### src/rtl/pipelined_16bit_fp_adder.sv
// ---------------------------------------------------------------------------
// pipelined_16bit_fp_adder
//
// IEEE 754 binary16 adder/subtractor split into four stages with three
// register banks between them:
//   stage 1  unpack, special detection, swap, align      -> bank 1
//   stage 2  significand add/subtract                    -> bank 2
//   stage 3  normalize (LZC/left shift or carry shift)   -> bank 3
//   stage 4  round per captured mode, overflow, pack     -> s (combinational)
// A pair captured on an enabled edge appears on s after the 3rd enabled edge.
//
// Ports:
//   a, b   operands (binary16)
//   sub    0: a+b, 1: a-b
//   rm     00 nearest-even, 01 toward -inf, 10 toward +inf, 11 toward zero
//   s      result (binary16), driven from bank 3
//   clk    rising-edge clock
//   clrn   asynchronous active-low clear of all banks
//   e      enable; every bank loads only when e=1
// ---------------------------------------------------------------------------
module pipelined_16bit_fp_adder (
    input  logic [15:0] a,
    input  logic [15:0] b,
    input  logic        sub,
    input  logic [1:0]  rm,
    output logic [15:0] s,
    input  logic        clk,
    input  logic        clrn,
    input  logic        e
);

    typedef enum logic [1:0] {
        RM_RNE = 2'b00,
        RM_RDN = 2'b01,
        RM_RUP = 2'b10,
        RM_RTZ = 2'b11
    } rm_e;

    localparam logic [15:0] QNAN = 16'h7E00;

    // ------------------------------------------------------------------
    // Stage 1: unpack, specials, swap, align
    // ------------------------------------------------------------------
    logic        w1_sa, w1_sb;
    logic [4:0]  w1_ea, w1_eb, w1_xa, w1_xb;
    logic [9:0]  w1_fa, w1_fb;
    logic [10:0] w1_ma, w1_mb;
    logic        w1_a_nan, w1_b_nan, w1_a_inf, w1_b_inf;
    logic        w1_a_big;
    logic        w1_sign;
    logic [4:0]  w1_exp_l, w1_exp_s, w1_diff;
    logic [10:0] w1_m_l, w1_m_s;
    logic [27:0] w1_ext;
    logic [13:0] w1_aligned;
    logic        w1_special;
    logic [15:0] w1_special_val;

    assign w1_sa    = a[15];
    assign w1_sb    = b[15] ^ sub;           // subtraction = add with b negated
    assign w1_ea    = a[14:10];
    assign w1_eb    = b[14:10];
    assign w1_fa    = a[9:0];
    assign w1_fb    = b[9:0];
    assign w1_ma    = {|w1_ea, w1_fa};
    assign w1_mb    = {|w1_eb, w1_fb};
    // Subnormals share the scale of exponent 1.
    assign w1_xa    = (w1_ea == 5'd0) ? 5'd1 : w1_ea;
    assign w1_xb    = (w1_eb == 5'd0) ? 5'd1 : w1_eb;
    assign w1_a_nan = (&w1_ea) &  (|w1_fa);
    assign w1_b_nan = (&w1_eb) &  (|w1_fb);
    assign w1_a_inf = (&w1_ea) & ~(|w1_fa);
    assign w1_b_inf = (&w1_eb) & ~(|w1_fb);
    // Exponent:fraction order equals magnitude order for finite values.
    assign w1_a_big = (a[14:0] >= b[14:0]);

    always_comb begin
        // NOTE: every always_comb output gets a default first so no path can leave it unassigned (no latch).
        w1_sign  = w1_sb;
        w1_exp_l = w1_xb;
        w1_m_l   = w1_mb;
        w1_exp_s = w1_xa;
        w1_m_s   = w1_ma;
        if (w1_a_big) begin
            w1_sign  = w1_sa;
            w1_exp_l = w1_xa;
            w1_m_l   = w1_ma;
            w1_exp_s = w1_xb;
            w1_m_s   = w1_mb;
        end
    end

    assign w1_diff = w1_exp_l - w1_exp_s;
    // Window [27:14] holds significand + guard/round/sticky; anything shifted
    // below it folds into sticky.
    assign w1_ext  = {w1_m_s, 3'b000, 14'd0} >> w1_diff;
    assign w1_aligned = (w1_diff >= 5'd14) ? {13'd0, |w1_m_s}
                                           : {w1_ext[27:15], w1_ext[14] | (|w1_ext[13:0])};

    always_comb begin
        w1_special     = 1'b0;
        w1_special_val = 16'h0000;
        if (w1_a_nan | w1_b_nan | (w1_a_inf & w1_b_inf & (w1_sa != w1_sb))) begin
            w1_special     = 1'b1;
            w1_special_val = QNAN;
        end else if (w1_a_inf) begin
            w1_special     = 1'b1;
            w1_special_val = {w1_sa, 15'h7C00};
        end else if (w1_b_inf) begin
            w1_special     = 1'b1;
            w1_special_val = {w1_sb, 15'h7C00};
        end
    end

    logic        r1_sign, r1_op_sub, r1_special;
    logic [4:0]  r1_exp;
    logic [10:0] r1_m_l;
    logic [13:0] r1_m_s;
    logic [15:0] r1_special_val;
    rm_e         r1_rm;

    // NOTE: state uses non-blocking assignments; the clear covers every bank so s reads 0 straight out of reset.
    always_ff @(posedge clk or negedge clrn) begin
        if (!clrn) begin
            r1_sign        <= 1'b0;
            r1_op_sub      <= 1'b0;
            r1_special     <= 1'b0;
            r1_exp         <= 5'd0;
            r1_m_l         <= 11'd0;
            r1_m_s         <= 14'd0;
            r1_special_val <= 16'h0000;
            r1_rm          <= RM_RNE;
        end else if (e) begin
            r1_sign        <= w1_sign;
            r1_op_sub      <= w1_sa ^ w1_sb;
            r1_special     <= w1_special;
            r1_exp         <= w1_exp_l;
            r1_m_l         <= w1_m_l;
            r1_m_s         <= w1_aligned;
            r1_special_val <= w1_special_val;
            r1_rm          <= rm_e'(rm);
        end
    end

    // ------------------------------------------------------------------
    // Stage 2: add/subtract; larger operand first so the difference is >= 0
    // ------------------------------------------------------------------
    logic [14:0] w2_l, w2_sum;

    assign w2_l   = {1'b0, r1_m_l, 3'b000};
    assign w2_sum = r1_op_sub ? (w2_l - {1'b0, r1_m_s}) : (w2_l + {1'b0, r1_m_s});

    logic        r2_sign, r2_op_sub, r2_special;
    logic [4:0]  r2_exp;
    logic [14:0] r2_sum;
    logic [15:0] r2_special_val;
    rm_e         r2_rm;

    always_ff @(posedge clk or negedge clrn) begin
        if (!clrn) begin
            r2_sign        <= 1'b0;
            r2_op_sub      <= 1'b0;
            r2_special     <= 1'b0;
            r2_exp         <= 5'd0;
            r2_sum         <= 15'd0;
            r2_special_val <= 16'h0000;
            r2_rm          <= RM_RNE;
        end else if (e) begin
            r2_sign        <= r1_sign;
            r2_op_sub      <= r1_op_sub;
            r2_special     <= r1_special;
            r2_exp         <= r1_exp;
            r2_sum         <= w2_sum;
            r2_special_val <= r1_special_val;
            r2_rm          <= r1_rm;
        end
    end

    // ------------------------------------------------------------------
    // Stage 3: normalize
    // ------------------------------------------------------------------
    logic [3:0]  w3_lz;
    logic [4:0]  w3_lim, w3_shamt;
    logic [13:0] w3_shifted;
    logic [5:0]  w3_exp;
    logic [9:0]  w3_frac;
    logic        w3_g, w3_rs, w3_zero, w3_sign;

    always_comb begin
        w3_lz = 4'd14;
        for (int i = 0; i < 14; i++) begin
            if (r2_sum[i]) w3_lz = 4'(13 - i);
        end
    end

    always_comb begin
        // Left shift may not take the exponent below 1; what remains is subnormal.
        w3_lim     = r2_exp - 5'd1;
        w3_shamt   = ({1'b0, w3_lz} > w3_lim) ? w3_lim : {1'b0, w3_lz};
        w3_shifted = r2_sum[13:0] << w3_shamt;
        w3_zero    = (r2_sum == 15'd0);
        if (r2_sum[14]) begin
            w3_exp  = {1'b0, r2_exp} + 6'd1;
            w3_frac = r2_sum[13:4];
            w3_g    = r2_sum[3];
            w3_rs   = |r2_sum[2:0];
        end else begin
            // Hidden bit clear after the limited shift means exponent field 0.
            w3_exp  = w3_shifted[13] ? ({1'b0, r2_exp} - {1'b0, w3_shamt}) : 6'd0;
            w3_frac = w3_shifted[12:3];
            w3_g    = w3_shifted[2];
            w3_rs   = |w3_shifted[1:0];
        end
        // Exact cancellation gives +0, or -0 when rounding toward -inf;
        // adding like-signed zeros keeps their sign.
        w3_sign = r2_sign;
        if (w3_zero) w3_sign = r2_op_sub ? (r2_rm == RM_RDN) : r2_sign;
    end

    logic        r3_sign, r3_g, r3_rs, r3_zero, r3_special;
    logic [5:0]  r3_exp;
    logic [9:0]  r3_frac;
    logic [15:0] r3_special_val;
    rm_e         r3_rm;

    always_ff @(posedge clk or negedge clrn) begin
        if (!clrn) begin
            r3_sign        <= 1'b0;
            r3_g           <= 1'b0;
            r3_rs          <= 1'b0;
            r3_zero        <= 1'b0;
            r3_special     <= 1'b0;
            r3_exp         <= 6'd0;
            r3_frac        <= 10'd0;
            r3_special_val <= 16'h0000;
            r3_rm          <= RM_RNE;
        end else if (e) begin
            r3_sign        <= w3_sign;
            r3_g           <= w3_g;
            r3_rs          <= w3_rs;
            r3_zero        <= w3_zero;
            r3_special     <= r2_special;
            r3_exp         <= w3_exp;
            r3_frac        <= w3_frac;
            r3_special_val <= r2_special_val;
            r3_rm          <= r2_rm;
        end
    end

    // ------------------------------------------------------------------
    // Stage 4: round, overflow, pack
    // ------------------------------------------------------------------
    logic        w4_inc, w4_ovf, w4_to_inf;
    logic [15:0] w4_rounded;

    always_comb begin
        w4_inc = 1'b0;
        case (r3_rm)
            RM_RNE:  w4_inc = r3_g & (r3_rs | r3_frac[0]);
            RM_RDN:  w4_inc = r3_sign & (r3_g | r3_rs);
            RM_RUP:  w4_inc = ~r3_sign & (r3_g | r3_rs);
            default: w4_inc = 1'b0;
        endcase
    end

    // Incrementing exponent:fraction as one word lets a fraction carry
    // renormalize (and lift a subnormal into exponent 1) for free.
    assign w4_rounded = {r3_exp, r3_frac} + {15'd0, w4_inc};
    assign w4_ovf     = (w4_rounded[15:10] >= 6'd31);
    assign w4_to_inf  = (r3_rm == RM_RNE)
                      | ((r3_rm == RM_RDN) &  r3_sign)
                      | ((r3_rm == RM_RUP) & ~r3_sign);

    always_comb begin
        s = {r3_sign, w4_rounded[14:0]};
        if (r3_special)
            s = r3_special_val;
        else if (r3_zero)
            s = {r3_sign, 15'd0};
        else if (w4_ovf)
            s = w4_to_inf ? {r3_sign, 15'h7C00} : {r3_sign, 15'h7BFF};
    end

endmodule

### config.mk
export PLATFORM = sky130hd
export DESIGN_NAME = pipelined_16bit_fp_adder
export DESIGN_NICKNAME = d
export VERILOG_FILES = /design/src/rtl/pipelined_16bit_fp_adder.sv
export SDC_FILE = /design/constraint.sdc
export NUM_CORES = 1
export LEC_CHECK = 0
export ABC_AREA = 1
export CORE_UTILIZATION = 59
export CTS_CLUSTER_DIAMETER = 30
export DETAILED_ROUTE_END_ITERATION = 10
export MAX_ROUTING_LAYER = met4
export PLACE_DENSITY = 0.8
export SYNTH_ARGS = -nofsm -noshare
export SYNTH_HDL_FRONTEND = slang
export SYNTH_SLANG_ARGS = --single-unit
### constraint.sdc
create_clock -name clk -period 4.2 [get_ports clk]
set_input_delay 1.26 -clock clk [delete_from_list [all_inputs] [get_ports clk]]
set_output_delay 1.26 -clock clk [all_outputs]
set_load 0.05 [all_outputs]
==> results of run 1 <==
## worst reg2reg max path, cell delays in order, from the launching register on
cell,delay (ps)
sky130_fd_sc_hd__dfrtp_1,460
sky130_fd_sc_hd__nor2_1,270
sky130_fd_sc_hd__a21boi_1,250
sky130_fd_sc_hd__o31ai_1,110
sky130_fd_sc_hd__a21boi_1,280
sky130_fd_sc_hd__ha_1,310
sky130_fd_sc_hd__nand4_1,120
sky130_fd_sc_hd__nand3_2,90
sky130_fd_sc_hd__nand2_4,150
sky130_fd_sc_hd__inv_6,60
sky130_fd_sc_hd__nand2_8,120
sky130_fd_sc_hd__nand2_8,120
sky130_fd_sc_hd__ha_1,250
sky130_fd_sc_hd__fa_1,360
sky130_fd_sc_hd__inv_1,70
sky130_fd_sc_hd__nand2_1,60
sky130_fd_sc_hd__nand2_1,60
sky130_fd_sc_hd__a21oi_1,70
sky130_fd_sc_hd__xor2_1,140
sky130_fd_sc_hd__nor2_1,90
sky130_fd_sc_hd__nand3_1,90
sky130_fd_sc_hd__a21oi_1,130
## worst paths after layout
path,from,endpoint
setup / recovery,r3_rm[1],s[4]
hold / removal,r2_sign,r2_sign
setup reg to reg,r2_sum[4],r3_exp[4]
hold reg to reg,r2_sign,r2_sign
max in group asynchronous,clrn,r3_rm[1]
min in group asynchronous,clrn,r2_sum[6]
## registers in the layout, summed over array words and instances (netlist names), 3 cells and up
register	flops
r2_special_val	3
r1_exp	5
r3_exp	6
r2_exp	5
r3_frac	10
r1_special_val	3
r2_sum	15
r1_m_l	11
r1_m_s	14
r3_special_val	3
## area by class of cell
class | instances | area [sq um]
inverters | 129 | 497
well taps | 172 | 215
flip-flops and latches | 89 | 2230
repair buffers | 178 | 1460
clock buffers | 9 | 225
fillers | 939 | 2650
multi-input cells | 882 | 5430
clock inverters | 7 | 71.3
diodes | 1 | 2.50
## cells in the mapped netlist, drive strengths merged (5+ instances only)
library cell	n	area, sq um
o221ai	9	78.8
dfrtp	89	2230
buf	17	123
inv	128	485
nand3	135	738
nand4	28	175
or2	5	31.3
nand2	299	1170
nor4	7	43.8
o22ai	10	62.6
clkbuf	28	105
ha	57	713
a21oi	79	403
nor2	88	348
nor3	8	40.0
o21ai	99	526
xor2	23	209
## per-stage QoR
stage	TNS, ps	std cells
final	-8900	1467
after global routing	-14610	1467
after CTS	-8450	1457
after detailed placement	-14410	1423
after global placement	-11790	1423
after floorplan	-287	1145
## layout by cell type, fill, tap and decap left out, types with 5 or more instances in the layout
master and instances:
sky130_fd_sc_hd__clkbuf_16 9, sky130_fd_sc_hd__nand3_2 10, sky130_fd_sc_hd__buf_12 6, sky130_fd_sc_hd__nand3_1 122, sky130_fd_sc_hd__a21oi_1 69, sky130_fd_sc_hd__o21ai_0 86
sky130_fd_sc_hd__nor3_1 8, sky130_fd_sc_hd__nor2_1 71, sky130_fd_sc_hd__a21oi_2 10, sky130_fd_sc_hd__o22ai_2 7, sky130_fd_sc_hd__buf_4 119, sky130_fd_sc_hd__clkdlybuf4s50_1 6
sky130_fd_sc_hd__nor2_2 5, sky130_fd_sc_hd__xor2_1 21, sky130_fd_sc_hd__dfrtp_1 88, sky130_fd_sc_hd__inv_1 100, sky130_fd_sc_hd__nand4_1 28, sky130_fd_sc_hd__o21ai_2 6
sky130_fd_sc_hd__o221ai_2 5, sky130_fd_sc_hd__o21ai_1 5, sky130_fd_sc_hd__clkbuf_2 24, sky130_fd_sc_hd__ha_4 18, sky130_fd_sc_hd__buf_6 19, sky130_fd_sc_hd__inv_2 24
sky130_fd_sc_hd__nand2_2 15, sky130_fd_sc_hd__nand2_1 277, sky130_fd_sc_hd__nor4_1 6, sky130_fd_sc_hd__ha_1 37, sky130_fd_sc_hd__nor2_4 12
## cells by family after synthesis
family	count (synthesis)	share of synthesized area, %
AO/OA/AOI/OAI	219	16.0
adder cells (fa/ha/maj)	60	9.92
flip-flops	89	28.6
XOR/XNOR	26	3.02
AND/OR/NAND/NOR	576	33.2
multiplexers	1	0.128
buffers and inverters	174	9.20
## power by group
part           leakage [nW]  internal, mW  switching, mW
logic                  3.67          1.65           2.54
clock network         0.139         0.418          0.392
registers              1.10          1.10          0.312
## routing by layer
layer	vias up	wire, microns
li1	4129	-
met1	3873	10000
met2	313	11600
met3	66	1350
met4	0	768
met5	-	0
## timing repair
action,in CTS,in global routing
endpoints found under the setup margin,29,30
pin swaps,19,43
gates resized for setup,72,117
setup buffers,18,9
==> results.txt, run 1 <==
The flow ran to the end, but the final reports show violations. The final reports fail on setup timing. The worst setup path is captured at an output pin. The worst hold slack after final layout is 477 ps. The ratio of cells with drive above 1 in the final layout came out at 25.4%.

The worst setup path is launched from a flop. Buffers inserted during clock tree synthesis total 9. In this run the register-to-register setup slack is 460 ps. The sequential element share of the synthesized area is 28.6%.

Along the worst hold path, the cell count comes to 2. The number of design rule violations left after detail routing came out at 0. After layout, the worst setup slack is -705 ps. The core area is 12800 sq um. The total standard cell area after synthesis came out at 7790 sq um. The post-synthesis net count is 1243.

In this run the worst hold path is classified as flop to flop. Across the VDD grid, the largest voltage drop is 0.000301 V. Once detail routing completed, the nets flagged for antenna violations numbered 0.

The net total in the final layout is 1387. CTS built an H-tree with a depth of 3. The max-slew violation count was 0.

The die covers 13700 sq um. The critical path runs through a total of 21 cells. The cell class contributing the biggest share of worst-path delay is simple AND/OR/NAND/NOR gates. The number of buffers between clock root and the deepest sink is 2.

The minimum period implied by the final worst setup slack came out at 4900 ps. The die width is 117 microns. The count of cells along the worst register-to-register path is 21.

Power comes to 6.41 mW. Entering global routing, the biggest net connects 89 pins. Across the routed clock network, the largest skew measured is 7.13 ps. The highest fanout seen on the critical path came out at 13. In this run the clock root is driven by a sky130_fd_sc_hd__clkbuf_16. The most used flip-flop cell after synthesis is sky130_fd_sc_hd__dfrtp_1. The count of pins on the block boundary came out at 54. The site row count came out at 41. The total setup violations reported at the end of the flow came out at 17.

The ratio of final minimum period to clock period is 117%. The first-pass GRT wire length came out at 36800 microns. The clock tree from TritonCTS is yes. Using the TritonRoute via totals, the vias-per-cell ratio works out to 5.71. After synthesis, the share of flip-flops with an asynchronous set or reset is 100%.

The number of instances in the synthesized netlist came out at 1145. The met1 track utilization from global routing came out at 42.5%. The number of buffers added to fix hold violations after cts is 0.

The detailed placement HPWL is 17100 microns. The synthesized area per cell is 6.81 sq um. The setup path with the least slack is of type flop to output pin. The initial antenna violation count came to 1. The worst pin sits at a relative slew slack of 40.0%.

The final standard cell utilization of the core is 79.2%. After detailed routing, the average wire length per cell comes to 16.2 microns. The tool flagged a number of max-cap violations equal to 0. The slowest stage of the critical path belongs to the cell sky130_fd_sc_hd__dfrtp_2. The design area is 10100 sq um. Setup repair after global routing could not meet its margin everywhere. The data required time of the worst path came out at 2940 ps. The overall overflow remaining after global route is 0.

The first detailed-routing pass ran for 7 iterations. For this configuration, the core starts out at a cell density of 61.0%. Once placement finished, the instance area stood at 9340 sq um. The total wire length after detailed routing came out at 23800 microns. The met2 track utilization from global routing came out at 61.4%. The number of vias after detailed routing came out at 8381. Clock tree synthesis found a total of 89 sinks. The number of library cell types mapped by synthesis came out at 58. Data on the critical path arrives at its endpoint at 3640 ps. The worst-case setup slack after placement is -833 ps.

In this run, the number of DRC markers left after iteration 0 of detailed routing was 681. The final weighted congestion of routability-driven global placement is 0.969. Summed over all cells, the static leakage comes to 4.91 nW. The number of buffers added on ports came out at 53. The via count of the first global-routing pass came out at 7831.

Walking the worst path, the cells encountered are inv_2 > ha_4 > o2111ai_2 > a21oi_2 > ha_2 > ha_4 > nand2_2 > nor2_1 > inv_1 > nor2_2 > nand4_1 > nor2_4 > nand3_1 > xor2_1 > inv_1 > nand3_1 > o21ai_2 > buf_4 > a21oi_1 > nor2_4 > buf_6. The chip height came out at 117 microns. The clock-pin slew on the worst setup and hold paths came out at 70 ps.

Relative to the synthesized area, the layout overhead comes to 29.9%. The global routing usage on met3 came out at 5.87%. In this run, synthesis inferred 0 flip-flops with an integrated enable. The final number of hold-violating endpoints is 0.

In this run the most used layer during global routing was met2. The overall routing resource usage is 36.0%. The later-pin clock latency in the skew report came out at 350 ps. The total power per unit cell area came out at 634 nW/um^2. For the pin with the worst max-slew slack, the measured transition is 900 ps. The synthesized flop and latch total came out at 89. The number of synthesis warnings came out at 0.

Based on the critical path, the design can be clocked at up to 204 MHz. The count of buffering cells on the critical path with inverters included is 5. The delay of the slowest critical-path stage is 410 ps.
(Power assumes the default switching activity.)
==> run 2: changes to the inputs <==
--- a/config.mk
+++ b/config.mk
@@ -11,6 +11,7 @@
 export DETAILED_ROUTE_END_ITERATION = 10
 export MAX_ROUTING_LAYER = met4
 export PLACE_DENSITY = 0.8
+export SKIP_LAST_GASP = 1
 export SYNTH_ARGS = -nofsm -noshare
 export SYNTH_HDL_FRONTEND = slang
 export SYNTH_SLANG_ARGS = --single-unit
==> run 2 against run 1 <==
  * The flow still finishes with violations (setup timing)
  * Non-clock buffer count increased by 2
  * Total power grew 1.1%
  * Combinational power up 2%
  * Clock skew about the same
  * Die area stayed put
  * Cell count rose by 0.14%
  * Sequential power about the same
  * Sequential share of layout area shrank 0.12 points
  * Wire length up 1.9%
  * Hold slack got worse by 1.5 ps
  * Clock power down 0.5%
  * Utilization up 0.45 points
  * Highest routed layer unchanged
==> results.txt, run 2 (synthesized netlist as in run 1, its figures left out) <==
The run finished, with violations left. The checks that failed: setup timing. The first-pass iteration count of the detailed router came out at 5. The worst voltage drop across the vdd grid came out at 0.000299 V.

The via count of the first global-routing pass was 7822. The average wire per standard cell is 16.5 microns. Counting instances, the worst hold path has a depth of 2. Across the run, the number of max-cap violations was 0. The number of cells in the finished layout apart from fillers is 1469. The later-pin clock latency in the skew report is 350 ps.

The register with the most flip-flops in the layout has 15 of them. Setup violations remaining at the end of the flow were counted as 18. The largest registers in the layout are r2_sum (15), r1_m_s (14), r1_m_l (11).

The worst setup path is of the flop to output pin kind. The first-pass GRT wire length came out at 36700 microns. The number of design rule violations left after detail routing came out at 0. The capturing element type of the critical path is an output pin. During I/O placement, the number of pins put on the boundary was 54. The critical path arrival came out at 3930 ps. The final standard cell utilization of the core is 79.7%. The finished cells cover 10200 sq um.

The count of cells along the worst register-to-register path is 21. Once detail routing completed, the nets flagged for antenna violations numbered 0. The chip height came out at 117 microns. The largest net degree at the start of global routing is 89. The data required time of the worst path is 2940 ps. The clock tree from TritonCTS is yes. The ratio of cells with drive above 1 in the final layout came out at 26.0%. Clock tree synthesis inserted a total of 9 buffers. The post-placement cell area is 9340 sq um. The footprint of the multi-input gates came out at 5460 sq um. The ratio of final minimum period to clock period came out at 124%. The initial antenna violation count came out at 1. The core area came out at 12800 sq um. The final number of hold-violating endpoints came to 0. Counting I/O delays and the setup requirement, the final critical path takes 5190 ps.

The number of H-tree levels came out at 3. The number of vias after detailed routing is 8543. Measured along the x axis, the die boundary spans 117 microns. The total number of clock tree sinks came out at 89. The area growth from synthesis to layout is 30.6%. Setup repair after global routing could not meet its margin everywhere.

Setup slack on the worst reg-to-reg path comes out at 470 ps. The max-slew violation count is 0. The relative max-transition margin is 39.9%.

The congestion estimate from routability-driven global placement came to 0.969. The longest clock path from root to sink contains 2 buffers. The area enclosed by the die boundary came out at 13700 sq um.

The overall routing resource usage came out at 35.9%. Across all setup checks in the final design, the least slack found is -993 ps. For this run the aggregate overflow at the end of global routing stands at 0. In the layout the commonest cells are sky130_fd_sc_hd__nand2_1 (276), sky130_fd_sc_hd__nand3_1 (122), sky130_fd_sc_hd__buf_4 (120). For this configuration, the core starts out at a cell density of 61.0%. The number of buffers added on ports came out at 53. The clock-pin slew on the worst setup and hold paths is 70 ps. The worst hold path belongs to the class flop to flop. The library cell used most frequently in the layout, excluding fill and tap cells, is sky130_fd_sc_hd__nand2_1. The total power per unit cell area came out at 637 nW/um^2. The cell count after placement came out at 1423. The highest fanout seen on the critical path is 7. The detailed placement HPWL came out at 17100 microns.

The maximum clock frequency is 193 MHz. The kind of start point of the critical path is a flop. The area used by sequential logic in the layout came out at 2230 sq um.

In this run the clock root is driven by a sky130_fd_sc_hd__clkbuf_16. The total power of the final layout is 6.48 mW. The count of routing violations after the opening detailed-route iteration came out at 778. Hold repair after CTS inserted 0 buffers. The number of fill cells is 917. On the final layout, the worst clock skew is 6.77 ps. The net total in the final layout came out at 1389. The site row count came out at 41. The leakage power of the design came out at 4.93 nW. The top register by number of flip-flops is r2_sum.

The routed via count divided by cell count came out at 5.82. The worst-case setup slack after placement came out at -833 ps. The pin slew with the least headroom to its limit is 902 ps.

After detailed routing, the total wire length is 24200 microns.
-- run 2: changes by cell type in the layout (fill, tap and decap cells not counted), sizes merged --
cell and delta:
buf +2
-- run 2: metrics by stage --
step | hold WS (ps) | setup TNS [ps]
after floorplan | 436 | -287
after global placement | 455 | -11790
after detailed placement | 458 | -14410
after CTS | 478 | -8550
after global routing | 501 | -18450
final | 476 | -13300
-- run 2: worst max-delay path: stages (launching register included) --
cell                        delay, ps
sky130_fd_sc_hd__dfrtp_2          410
sky130_fd_sc_hd__inv_2             70
sky130_fd_sc_hd__ha_4             260
sky130_fd_sc_hd__o2111ai_2        130
sky130_fd_sc_hd__a21oi_2          170
sky130_fd_sc_hd__ha_2             230
sky130_fd_sc_hd__ha_4             160
sky130_fd_sc_hd__nand2_4           70
sky130_fd_sc_hd__nor2_4           110
sky130_fd_sc_hd__inv_2             50
sky130_fd_sc_hd__nor2_4           110
sky130_fd_sc_hd__nand4_1          240
sky130_fd_sc_hd__nor2_4           250
sky130_fd_sc_hd__nand3_2          100
sky130_fd_sc_hd__xor2_1           150
sky130_fd_sc_hd__inv_1             80
sky130_fd_sc_hd__nand3_1          100
sky130_fd_sc_hd__o21ai_2          200
sky130_fd_sc_hd__o211ai_2         160
sky130_fd_sc_hd__nand3_4          130
sky130_fd_sc_hd__buf_12           180
sky130_fd_sc_hd__nor2_4            50
sky130_fd_sc_hd__buf_6            160
-- run 2: repair_timing --
item                                   CTS  global route
endpoints found under the hold margin    0             0
pin swaps                               19            50
gates resized for setup                 68           132
setup buffers                           18            11
setup endpoints to repair               29            30
-- run 2: where the power goes --
| part | switching (mW) | internal, mW |
|---|---|---|
| clock | 0.388 | 0.418 |
| sequential | 0.318 | 1.10 |
| combinational | 2.58 | 1.68 |
-- run 2: worst paths after layout --
kind,start,to
worst min register to register,r2_sign,r2_sign
worst max register to register,r2_sum[4],r3_exp[4]
max in group asynchronous,clrn,r3_rm[1]
worst min-delay path,r2_sign,r2_sign
worst max-delay path,r3_rm[1],s[8]
min in group asynchronous,clrn,r2_sum[6]
-- run 2: final cells by class --
type,count,area share [%]
inverter,129,4.88
timing repair buffer,180,14.5
antenna,1,0.0246
sequential,89,21.9
tap,172,2.11
clock inverter,7,0.701
multi-input combinational,882,53.6
clock buffer,9,2.21
-- run 2: per-layer routing --
layer	vias to the layer above	track usage, %	wire length, microns
met2	333	61.5	11900
met5	-	-	0
met1	4006	42.7	10200
met4	0	13.2	739
li1	4137	-	-
met3	67	5.87	1370
==> run 3: changes to the inputs <==
--- a/config.mk
+++ b/config.mk
@@ -6,8 +6,10 @@
 export NUM_CORES = 1
 export LEC_CHECK = 0
 export ABC_AREA = 1
+export CORE_MARGIN = 4
 export CORE_UTILIZATION = 59
 export CTS_CLUSTER_DIAMETER = 30
+export CTS_CLUSTER_SIZE = 10
 export DETAILED_ROUTE_END_ITERATION = 10
 export MAX_ROUTING_LAYER = met4
 export PLACE_DENSITY = 0.8
==> run 3 against run 2 <==
  * Cell area is 4.5% higher
  * Sequential cell count stayed put
  * Register-to-register slack worse by 260 ps
  * Critical path depth is 2 lower
  * Largest cell class unchanged
  * Clock skew is 2.9 ps higher
  * First-iteration DRC count is 88% higher
  * Combinational power is 8.5% higher
  * Setup slack worse by 150 ps
  * The run still ends with setup timing left
  * Maximum frequency is 2.8% lower
  * Utilization is 3.6 points higher
  * Count of clock-buffer cells in the layout stayed put
==> results.txt, run 3 (synthesized netlist as in run 1, its figures left out) <==
The run finished, with violations left. The final reports fail on setup timing. The ratio of cells with drive above 1 in the final layout is 29.2%.

The startpoint identified for the worst register-to-register timing path is r2_exp[0]. The number of cells in the finished layout apart from fillers came out at 1509. The tool flagged a number of max-cap violations equal to 0.

The floorplan step set the die height to 123 microns. The worst-case setup slack after placement came out at -776 ps. In this run the worst path has a maximum fanout of 5. The register with the most flip-flops in the layout has 15 of them. The clock-pin slew on the worst setup and hold paths came out at 80 ps. The max-slew violation count is 0. The critical path is of the flop to output pin type. The number of antenna diodes in the final layout is 0. The initial utilization of the core area, before any placement, comes to 61.0%. The design area came out at 10600 sq um. The number of instances on the worst hold path is 2. The final critical-path setup slack is -1140 ps. The overall routing resource usage came out at 35.6%.

Clock tree synthesis found a total of 89 sinks. The area enclosed by the die boundary came out at 15100 sq um. The detailed placement HPWL is 17200 microns. The first-pass GRT wire length came out at 41300 microns. The library cell used as clock root buffer is sky130_fd_sc_hd__clkbuf_16. The number of buffers added on ports is 53. After routing, the total negative slack on setup checks comes to -15240 ps.

The worst hold path terminates at r2_special_val[9]. The cell count after placement is 1424. The leakage power of the design is 5.18 nW. The endpoint of the lowest-slack register-to-register path is r3_exp[4]. The later-pin clock latency in the skew report came out at 370 ps. The kind of start point of the critical path is a flop. The startpoint of the lowest-slack hold path is r2_special_val[9].

Counting the buffers created by CTS gives 9. The area growth from synthesis to layout came out at 36.5%. The die width is 123 microns. The count of routing violations after the opening detailed-route iteration came out at 1460. Subtracting the final worst setup slack from the clock period gives 5340 ps. The routed via count divided by cell count is 6.14.

r2_sum holds more flip-flops than any other register. The worst setup slack for register-to-register paths came out at 210 ps. STA classifies the critical path endpoint as an output pin. Setup repair after global routing could not meet its margin everywhere.

The final weighted congestion of routability-driven global placement is 0.980. The number of buffers between clock root and the deepest sink is 2. The critical path arrival came out at 4080 ps.

The worst-case clock skew is 9.70 ps. The largest net degree at the start of global routing is 55. The number of H-tree levels is 3. The count of nets left with antenna violations after detail routing came out at 0. The average wire per standard cell is 18.3 microns. Measured against its own limit, the worst slew margin works out to 34.9%. The min-delay analysis places its worst path in the category flop to flop. The site row count is 41. The number of buffers added to fix hold violations after cts came out at 0. Once placement finished, the instance area stood at 9360 sq um. Leaving out fill and tap cells, the most frequent cell in the layout is sky130_fd_sc_hd__nand2_1. Summing internal, switching and leakage power gives 6.88 mW.

The number of design rule violations left after detail routing is 0. The largest registers in the layout are r2_sum (15), r1_m_s (14), r1_m_l (11). For this block, the via count after detailed routing is 9258. At the end of the flow, the number of nets in the layout was 1430. In this run the count of I/O pins placed on the die edge is 54. The initial antenna violation count came to 0. Static timing analysis puts the maximum clock frequency at 187 MHz. For this block, the routed nets add up to 27600 microns of wire.

The number of cells on the worst reg-to-reg path is 21. The first-pass iteration count of the detailed router is 8. The final number of hold-violating endpoints was 0. The core region is 12800 sq um.

VDD sags by at most 0.000293 V. In the layout the commonest cells are sky130_fd_sc_hd__nand2_1 (274), sky130_fd_sc_hd__buf_4 (152), sky130_fd_sc_hd__nand3_1 (119). The total power per unit cell area came out at 647 nW/um^2. Setup violations remaining at the end of the flow were counted as 15.

The ratio of final minimum period to clock period is 127%. The pin slew with the least headroom to its limit came out at 977 ps. TritonCTS built the clock tree. The overall overflow remaining after global route came out at 0. The via count of the first global-routing pass is 8773.

For the worst setup path, the data required time is 2940 ps.
## run 3: cell types whose count changed in the layout (fill, tap and decap cells not counted), sizes merged
cell,change
buf,+36
clkbuf,+3
inv,+2
clkdlybuf4s15,+1
clkinv,-1
clkinvlp,-1
diode,-1
dlymetal6s2s,+1
## run 3: layer usage
metal	vias to the layer above	global-route usage, %	wire length (microns)
li1	4204	-	-
met1	4275	41.9	10400
met2	578	58.3	13200
met3	201	5.72	2270
met4	0	20.1	1790
met5	-	-	0
## run 3: how the worst max path moves through the flow
stage	start	endpoint	slack, ps	cells after the start
after floorplan	r3_rm[1]	s[9]	-80	20
after global placement	b[8]	r1_m_s[13]	-650	20
after detailed placement	b[8]	r1_m_s[13]	-780	21
after CTS	r3_rm[0]	s[7]	-810	23
after global routing	r3_rm[0]	s[8]	-1260	20
final	r3_rm[1]	s[8]	-1140	20
## run 3: stage by stage
step | hold WS, ps | utilization [%]
CTS | 478 | 80.0
detailed placement | 459 | 73.3
floorplan | 436 | -
finish | 477 | 83.3
global placement | 456 | 73.3
global route | 500 | 83.3
## run 3: power breakdown
group          internal (mW)  leakage, nW  total [mW]  switching (mW)
Clock                  0.419        0.142       0.821           0.401
Sequential              1.10         1.10        1.44           0.339
Combinational           1.82         3.93        4.62            2.80
## run 3: repair_timing
item | CTS | global route
pin swaps | 24 | 63
gates cloned | 1 | 2
setup endpoints to repair | 29 | 30
resized for setup | 81 | 142
setup buffers | 49 | 18
## run 3: layout make-up
cell class / instances / area (sq um)
inverter: 129 / 494
clock buffer: 9 / 225
clock inverter: 7 / 70.1
tap: 172 / 215
sequential: 89 / 2230
fill: 748 / 2130
timing repair buffer: 221 / 1860
multi-input combinational: 882 / 5550
## run 3: critical path, stage by stage, from the launching register on
cell and delay (ps):
sky130_fd_sc_hd__dfrtp_1 420, sky130_fd_sc_hd__buf_6 140, sky130_fd_sc_hd__ha_4 160, sky130_fd_sc_hd__nand2_2 50
sky130_fd_sc_hd__o2111ai_2 120, sky130_fd_sc_hd__a21oi_2 170, sky130_fd_sc_hd__ha_2 240, sky130_fd_sc_hd__nand4_1 160
sky130_fd_sc_hd__nor2_2 180, sky130_fd_sc_hd__nand4_1 170, sky130_fd_sc_hd__nor2_2 200, sky130_fd_sc_hd__buf_4 130
sky130_fd_sc_hd__buf_4 100, sky130_fd_sc_hd__nand4_1 160, sky130_fd_sc_hd__xor2_2 300, sky130_fd_sc_hd__o21ai_2 120
sky130_fd_sc_hd__o211ai_2 140, sky130_fd_sc_hd__nand3_4 180, sky130_fd_sc_hd__buf_12 200, sky130_fd_sc_hd__nor2_4 140
sky130_fd_sc_hd__buf_6 210
